`src/rtl/uart_hex_word_assembler_pkg.sv`:
```
// ---------------------------------------------------------------------------
// uart_hex_word_assembler_pkg
//   Shared definitions for the UART hex word assembler: ASCII codes used by
//   the character classifier, the assembler FSM state type and a helper that
//   maps a known-hex ASCII code to its nibble value.
//   Optional feature macro (see uart_hex_char_class): UART_HEX_LOWERCASE_EN
// ---------------------------------------------------------------------------
package uart_hex_word_assembler_pkg;

  localparam logic [7:0] ASCII_0    = 8'h30;
  localparam logic [7:0] ASCII_9    = 8'h39;
  localparam logic [7:0] ASCII_A_UC = 8'h41;
  localparam logic [7:0] ASCII_F_UC = 8'h46;
  localparam logic [7:0] ASCII_A_LC = 8'h61;
  localparam logic [7:0] ASCII_F_LC = 8'h66;
  localparam logic [7:0] ASCII_CR   = 8'h0D;
  localparam logic [7:0] ASCII_LF   = 8'h0A;

  typedef enum logic [1:0] {
    ST_IDLE    = 2'd0,
    ST_COLLECT = 2'd1,
    ST_HOLD    = 2'd2,
    ST_DISCARD = 2'd3
  } state_e;

  // Digits '0'-'9' carry their value in the low nibble; letters 'A'-'F' and
  // 'a'-'f' have low nibble 1..6, so adding 9 yields 0xA..0xF.
  function automatic logic [3:0] ascii_to_nibble(input logic [7:0] ch);
    if (ch <= ASCII_9) return ch[3:0];
    else               return ch[3:0] + 4'd9;
  endfunction

endpackage

```
`src/rtl/uart_hex_word_assembler_if.sv`:
```
// ---------------------------------------------------------------------------
// uart_hex_word_assembler_if
//   Bundles the receive-byte strobe, the word valid/ready port and the status
//   pulses of the hex word assembler.
//   master : byte source / word consumer (drives rx_data, rx_valid, word_ready)
//   slave  : the assembler (drives word_out, digit_cnt, word_valid, err_*, busy)
// ---------------------------------------------------------------------------
interface uart_hex_word_assembler_if #(
  parameter int DATA_W = 32
);
  localparam int CNT_W = $clog2(DATA_W / 4 + 1);

  logic [7:0]        rx_data;
  logic              rx_valid;
  logic [DATA_W-1:0] word_out;
  logic [CNT_W-1:0]  digit_cnt;
  logic              word_valid;
  logic              word_ready;
  logic              err_char;
  logic              err_ovf;
  logic              err_busy;
  logic              busy;

  modport master (
    output rx_data, rx_valid, word_ready,
    input  word_out, digit_cnt, word_valid, err_char, err_ovf, err_busy, busy
  );

  modport slave (
    input  rx_data, rx_valid, word_ready,
    output word_out, digit_cnt, word_valid, err_char, err_ovf, err_busy, busy
  );
endinterface

```
`src/rtl/uart_hex_char_class.sv`:
```
// ---------------------------------------------------------------------------
// uart_hex_char_class
//   Combinational classifier for one received ASCII byte.
//   ch_i       : received byte
//   is_digit_o : byte is a hex digit ('0'-'9', 'A'-'F', plus 'a'-'f' when
//                UART_HEX_LOWERCASE_EN is defined)
//   is_term_o  : byte is CR or LF
//   nibble_o   : digit value, 0 when not a digit
//   Macro: UART_HEX_LOWERCASE_EN enables lowercase hex letters.
// ---------------------------------------------------------------------------
module uart_hex_char_class
  import uart_hex_word_assembler_pkg::*;
(
  input  logic [7:0] ch_i,
  output logic       is_digit_o,
  output logic       is_term_o,
  output logic [3:0] nibble_o
);

  logic dig_num;
  logic dig_uc;
  logic dig_lc;

  assign dig_num = (ch_i >= ASCII_0)    && (ch_i <= ASCII_9);
  assign dig_uc  = (ch_i >= ASCII_A_UC) && (ch_i <= ASCII_F_UC);
`ifdef UART_HEX_LOWERCASE_EN
  assign dig_lc  = (ch_i >= ASCII_A_LC) && (ch_i <= ASCII_F_LC);
`else
  assign dig_lc  = 1'b0;
`endif

  always_comb begin
    is_digit_o = dig_num || dig_uc || dig_lc;
    is_term_o  = (ch_i == ASCII_CR) || (ch_i == ASCII_LF);
    nibble_o   = is_digit_o ? ascii_to_nibble(ch_i) : 4'h0;
  end

endmodule

```
`src/rtl/uart_hex_word_assembler.sv`:
```
// ---------------------------------------------------------------------------
// uart_hex_word_assembler
//   Accumulates received ASCII hex digits MSB-first into a DATA_W word and
//   offers it on a valid/ready port when CR or LF arrives. Illegal characters
//   and digit overflow raise one-cycle error pulses and the block then drops
//   bytes until the next terminator.
//   clk   : rising-edge clock
//   reset : asynchronous, active-high; clears partial words and all outputs
//   bus   : uart_hex_word_assembler_if.slave (rx byte in, word/status out)
//   Macro: UART_HEX_LOWERCASE_EN (lowercase hex digits, in uart_hex_char_class)
// ---------------------------------------------------------------------------
module uart_hex_word_assembler
  import uart_hex_word_assembler_pkg::*;
#(
  parameter int DATA_W = 32
) (
  input  logic                       clk,
  input  logic                       reset,
  uart_hex_word_assembler_if.slave   bus
);

  localparam int MAX_DIG = DATA_W / 4;
  localparam int CNT_W   = $clog2(MAX_DIG + 1);

  state_e            state_q, state_d;
  logic [DATA_W-1:0] acc_q, acc_d;
  logic [CNT_W-1:0]  cnt_q, cnt_d;
  logic              err_char_q, err_char_d;
  logic              err_ovf_q, err_ovf_d;
  logic              err_busy_q, err_busy_d;

  logic              is_digit;
  logic              is_term;
  logic [3:0]        nibble;

  uart_hex_char_class u_class (
    .ch_i       (bus.rx_data),
    .is_digit_o (is_digit),
    .is_term_o  (is_term),
    .nibble_o   (nibble)
  );

  always_ff @(posedge clk or posedge reset) begin
    if (reset) begin
      state_q    <= ST_IDLE;
      acc_q      <= '0;
      cnt_q      <= '0;
      err_char_q <= 1'b0;
      err_ovf_q  <= 1'b0;
      err_busy_q <= 1'b0;
    end else begin
      state_q    <= state_d;
      acc_q      <= acc_d;
      cnt_q      <= cnt_d;
      err_char_q <= err_char_d;
      err_ovf_q  <= err_ovf_d;
      err_busy_q <= err_busy_d;
    end
  end

  always_comb begin
    state_d    = state_q;
    acc_d      = acc_q;
    cnt_d      = cnt_q;
    err_char_d = 1'b0;
    err_ovf_d  = 1'b0;
    err_busy_d = 1'b0;
    unique case (state_q)
      ST_IDLE: begin
        // A stray terminator between words is harmless and ignored.
        if (bus.rx_valid) begin
          if (is_digit) begin
            acc_d   = {{(DATA_W-4){1'b0}}, nibble};
            cnt_d   = CNT_W'(1);
            state_d = ST_COLLECT;
          end else if (!is_term) begin
            err_char_d = 1'b1;
            state_d    = ST_DISCARD;
          end
        end
      end
      ST_COLLECT: begin
        if (bus.rx_valid) begin
          if (is_digit) begin
            if (cnt_q == CNT_W'(MAX_DIG)) begin
              err_ovf_d = 1'b1;
              state_d   = ST_DISCARD;
            end else begin
              acc_d = {acc_q[DATA_W-5:0], nibble};
              cnt_d = cnt_q + CNT_W'(1);
            end
          end else if (is_term) begin
            state_d = ST_HOLD;
          end else begin
            err_char_d = 1'b1;
            state_d    = ST_DISCARD;
          end
        end
      end
      ST_HOLD: begin
        // Word stays frozen; any byte arriving now, even on the accept
        // cycle, is lost and reported.
        if (bus.rx_valid) err_busy_d = 1'b1;
        if (bus.word_ready) begin
          acc_d   = '0;
          cnt_d   = '0;
          state_d = ST_IDLE;
        end
      end
      ST_DISCARD: begin
        if (bus.rx_valid && is_term) begin
          acc_d   = '0;
          cnt_d   = '0;
          state_d = ST_IDLE;
        end
      end
      default: state_d = ST_IDLE;
    endcase
  end

  assign bus.word_out   = acc_q;
  assign bus.digit_cnt  = cnt_q;
  assign bus.word_valid = (state_q == ST_HOLD);
  assign bus.busy       = (state_q != ST_IDLE);
  assign bus.err_char   = err_char_q;
  assign bus.err_ovf    = err_ovf_q;
  assign bus.err_busy   = err_busy_q;

endmodule

```
`src/flat_wrapper.sv`:
```
// flat-port wrapper written by rule: the top's interface ports become plain ports
module uart_hex_word_assembler_flat import uart_hex_word_assembler_pkg::*;
#(
  parameter int DATA_W = 32
)
  (clk, reset, bus_rx_data, bus_rx_valid, bus_word_ready, bus_word_out, bus_digit_cnt, bus_word_valid, bus_err_char, bus_err_ovf, bus_err_busy, bus_busy);
  uart_hex_word_assembler_if #(.DATA_W(DATA_W)) bus_i ();
  input  logic clk;
  input  logic reset;
  input wire logic [$bits(bus_i.rx_data)-1:0] bus_rx_data;
  input wire logic [$bits(bus_i.rx_valid)-1:0] bus_rx_valid;
  input wire logic [$bits(bus_i.word_ready)-1:0] bus_word_ready;
  output wire logic [$bits(bus_i.word_out)-1:0] bus_word_out;
  output wire logic [$bits(bus_i.digit_cnt)-1:0] bus_digit_cnt;
  output wire logic [$bits(bus_i.word_valid)-1:0] bus_word_valid;
  output wire logic [$bits(bus_i.err_char)-1:0] bus_err_char;
  output wire logic [$bits(bus_i.err_ovf)-1:0] bus_err_ovf;
  output wire logic [$bits(bus_i.err_busy)-1:0] bus_err_busy;
  output wire logic [$bits(bus_i.busy)-1:0] bus_busy;
  assign bus_i.rx_data = bus_rx_data;
  assign bus_i.rx_valid = bus_rx_valid;
  assign bus_i.word_ready = bus_word_ready;
  assign bus_word_out = bus_i.word_out;
  assign bus_digit_cnt = bus_i.digit_cnt;
  assign bus_word_valid = bus_i.word_valid;
  assign bus_err_char = bus_i.err_char;
  assign bus_err_ovf = bus_i.err_ovf;
  assign bus_err_busy = bus_i.err_busy;
  assign bus_busy = bus_i.busy;
  uart_hex_word_assembler #(.DATA_W(DATA_W)) u_core (.clk(clk), .reset(reset), .bus(bus_i));
endmodule
```
`config.mk`:
```
export PLATFORM = sky130hd
export DESIGN_NAME = uart_hex_word_assembler_flat
export DESIGN_NICKNAME = d
export VERILOG_FILES = /design/src/rtl/uart_hex_word_assembler_pkg.sv /design/src/rtl/uart_hex_word_assembler_if.sv /design/src/rtl/uart_hex_char_class.sv /design/src/rtl/uart_hex_word_assembler.sv /design/src/flat_wrapper.sv
export SDC_FILE = /design/constraint.sdc
export NUM_CORES = 1
export LEC_CHECK = 0
export CELL_PAD_IN_SITES_DETAIL_PLACEMENT = 1
export CELL_PAD_IN_SITES_GLOBAL_PLACEMENT = 1
export CORE_MARGIN = 2
export CORE_UTILIZATION = 29
export CTS_BUF_LIST = sky130_fd_sc_hd__clkbuf_4 sky130_fd_sc_hd__clkbuf_8
export DETAILED_ROUTE_END_ITERATION = 10
export PLACE_DENSITY_LB_ADDON = 0.1
export SETUP_SLACK_MARGIN = 0.15
export SLEW_MARGIN = 25
export SYNTH_ARGS = -nofsm -noshare
export SYNTH_HDL_FRONTEND = slang
export SYNTH_SLANG_ARGS = --single-unit
```
`constraint.sdc`:
```
create_clock -name clk -period 4.8 [get_ports clk]
set_input_delay 0.96 -clock clk [delete_from_list [all_inputs] [get_ports clk]]
set_output_delay 0.96 -clock clk [all_outputs]
set_load 0.05 [all_outputs]
```
==> results_dict.tcl <==
set metrics [dict create \
    outcome "complete, no violations" \
    gp_congestion 0.8169 \
    irDropWorstVdd_mv 0.1308 \
    worstMarginPinSlew_ps 670.0 \
    slew_violations 0 \
    grtUsageTotal_pct 13.54 \
    cts_buffers 5 \
    cts_tree "done" \
    viasPerCell 5.163 \
    setup_slack_ps 1200 \
    num_io_pins 53 \
    syn-num-nets 176 \
    arrival_ps 3830 \
    antenna_found_initial 0 \
    die_area_um2 7117 \
    ys_ff_latch 41 \
    ys_seq_area_share_pct 54.78 \
    required_ps 5030 \
    dr.pass1.iters 4 \
    clk_pin_slew_ps 80 \
    crit_start "bus_rx_data[1]" \
    clockBufferDepth 2 \
    cts_root_buf "clkbuf_8" \
    grt_pass1_wl_um 7652 \
    drc_errors 0 \
    cp-start-kind "input pin" \
    io_buffers 52 \
    antennaDiodeCount 0 \
    hold_violations 0 \
    syn2layout_area_growth_pct 37.48 \
    num_vias 1492 \
    fin_tns_setup_ps 0 \
    ant_nets 0 \
    drive_above_1_share_pct 9.906 \
    relSlewSlack_pct 55.20 \
    setup_violations 0 \
    timing.fmax_ghz 0.2778 \
    p_per_area_nw_per_um2 374.6 \
    rows 29 \
    clk_latency_ps 300 \
    place_ws_ps 860.9 \
    coreArea_um2 6314 \
    fillers 689 \
    synth_cells 158 \
    crit_path_max_fanout 20 \
    yosys-top-cells-area "dfrtp_1 (55%), a22o_1 (14%), ha_1 (4.0%)" \
    power_leakage_nw 1.160 \
    grt_pass1_vias 1483 \
    ys.warnings.count 0 \
    hold_class "reg2reg" \
    die_x_um 84.37 \
    clock_skew_ps 6.459 \
    power_uw 964.5 \
    grt_max_degree 42 \
    drv_cap 0 \
    cts_hold_buf 0 \
    syn_avg_cell_area_um2 11.85 \
    overflow 0 \
    synthDistinctLibCells 41 \
    synth_top_area_share_pct 54.78 \
    drt_iter0_drc 82 \
    initial_core_util_pct 29.67 \
    final_cells 289 \
    finalCritPeriodShare_pct 75.00 \
    cts_resized 0 \
    wl_um 4637 \
    syn_area_um2 1873 \
    hpwl_um 3315 \
    cts_setup_buffers 0 \
    clock_sinks 41 \
    stdcell_area_um2 2575 \
    synth_area_leader_cell "dfrtp_1" \
    place_area_um2 2479 \
    mostFrequentLayoutCells "clkdlybuf4s50_1 (52), dfrtp_1 (41), a22o_1 (29)" \
    rr_startpoint "u_core.state_q[1]" \
    final_nets 229 \
    fp.dieH_um 84.37 \
    crit_type "in2reg" \
    wire_per_inst_um 16.04 \
    cp-end-kind "flop" \
    fin_crit_ps 3600 \
    placedCellCount 281 \
    mostFrequentLayoutCell "clkdlybuf4s50_1" \
    h-tree-depth 2 \
    rsz0062_at_grt "no" \
    hp-start "u_core.bus.word_out[28]" \
]
[cells in the mapped netlist (all sizes together)]
cell	n
a21o	1
a2bb2oi	1
mux2	3
a41o	1
nand3b	2
a31o	1
a221oi	1
nor3	2
xnor2	1
nor2	6
mux2i	3
nand2b	1
nand4bb	1
and2	1
dfrtp	41
a211oi	1
nor2b	3
nand3	3
or3	1
a22o	29
a31oi	4
a311oi	1
or2	2
or4b	1
nor4	1
nor3b	1
nand2	9
nand4	2
inv	8
ha	6
or3b	1
o21bai	1
a211o	2
buf	7
a21oi	5
o211ai	2
clkbuf	2
[worst max-delay path, stage by stage]
cell             delay (ps)
clkdlybuf4s50_1         550
inv_1                    90
ha_1                    210
or3b_2                  440
nand4_1                 190
nand2_1                 240
o211ai_2                610
buf_4                   360
a22o_1                  170
[area by class of cell]
class	instances	area (um2)	share of cell area (%)
clock buffer	6	82.58	3.207
clock inverter	2	13.76	0.5345
inverter	8	30.03	1.166
multi-input combinational	100	783.3	30.42
sequential	41	1026	39.84
tap	77	96.34	3.741
timing repair buffer	55	543.0	21.09
[power breakdown]
part | switching, mW | internal (mW) | leakage [nW]
clock | 0.123 | 0.117 | 0.0512
combinational | 0.201 | 0.111 | 0.551
sequential | 0.0400 | 0.373 | 0.558
[routing by layer]
metal | track usage [%] | part of all wire (%)
met5 | 0 | 0
met4 | 5.051 | 1.6
met3 | 3.540 | 4.4
met2 | 22.01 | 48
met1 | 17.42 | 46
[registers in the layout, indices dropped and copies added, names as in the netlist]
| register | cells |
|---|---|
| u_core.bus.digit_cnt | 4 |
| u_core.bus.err_busy | 1 |
| u_core.bus.err_char | 1 |
| u_core.bus.err_ovf | 1 |
| u_core.bus.word_out | 32 |
| u_core.state_q | 2 |
[cell families (layout without fill, tap and decap cells)]
logic type	Yosys count	count (layout)	synth area share, %
AND/OR/NAND/NOR	37	37	11.16
flip-flops	41	41	54.78
buffers and inverters	17	71	4.008
XOR/XNOR	1	1	0.4677
adder cells (fa/ha/maj)	6	6	4.008
multiplexers	6	6	3.407
AO/OA/AOI/OAI	50	50	22.18
[stage by stage]
stage          hold WS, ps  utilization, %
3_5_place_dp         496.1           39.26
4_1_cts              514.8           40.78
6_report             507.6           40.78
3_3_place_gp         482.8           39.26
5_1_grt              548.6           40.78
2_1_floorplan        591.8               -
[final timing paths]
path                                                end  slack [ps]  cells past startpoint
worst max-delay path            u_core.bus.word_out[30]        1200                      9
worst min-delay path            u_core.bus.word_out[28]         510                      1
worst max register to register  u_core.bus.word_out[30]        2540                      6
worst min register to register  u_core.bus.word_out[28]         510                      1
max in group asynchronous       u_core.bus.digit_cnt[2]        3360                      3
min in group asynchronous       u_core.bus.word_out[31]        1080                      3
(Power assumes the default switching activity.)
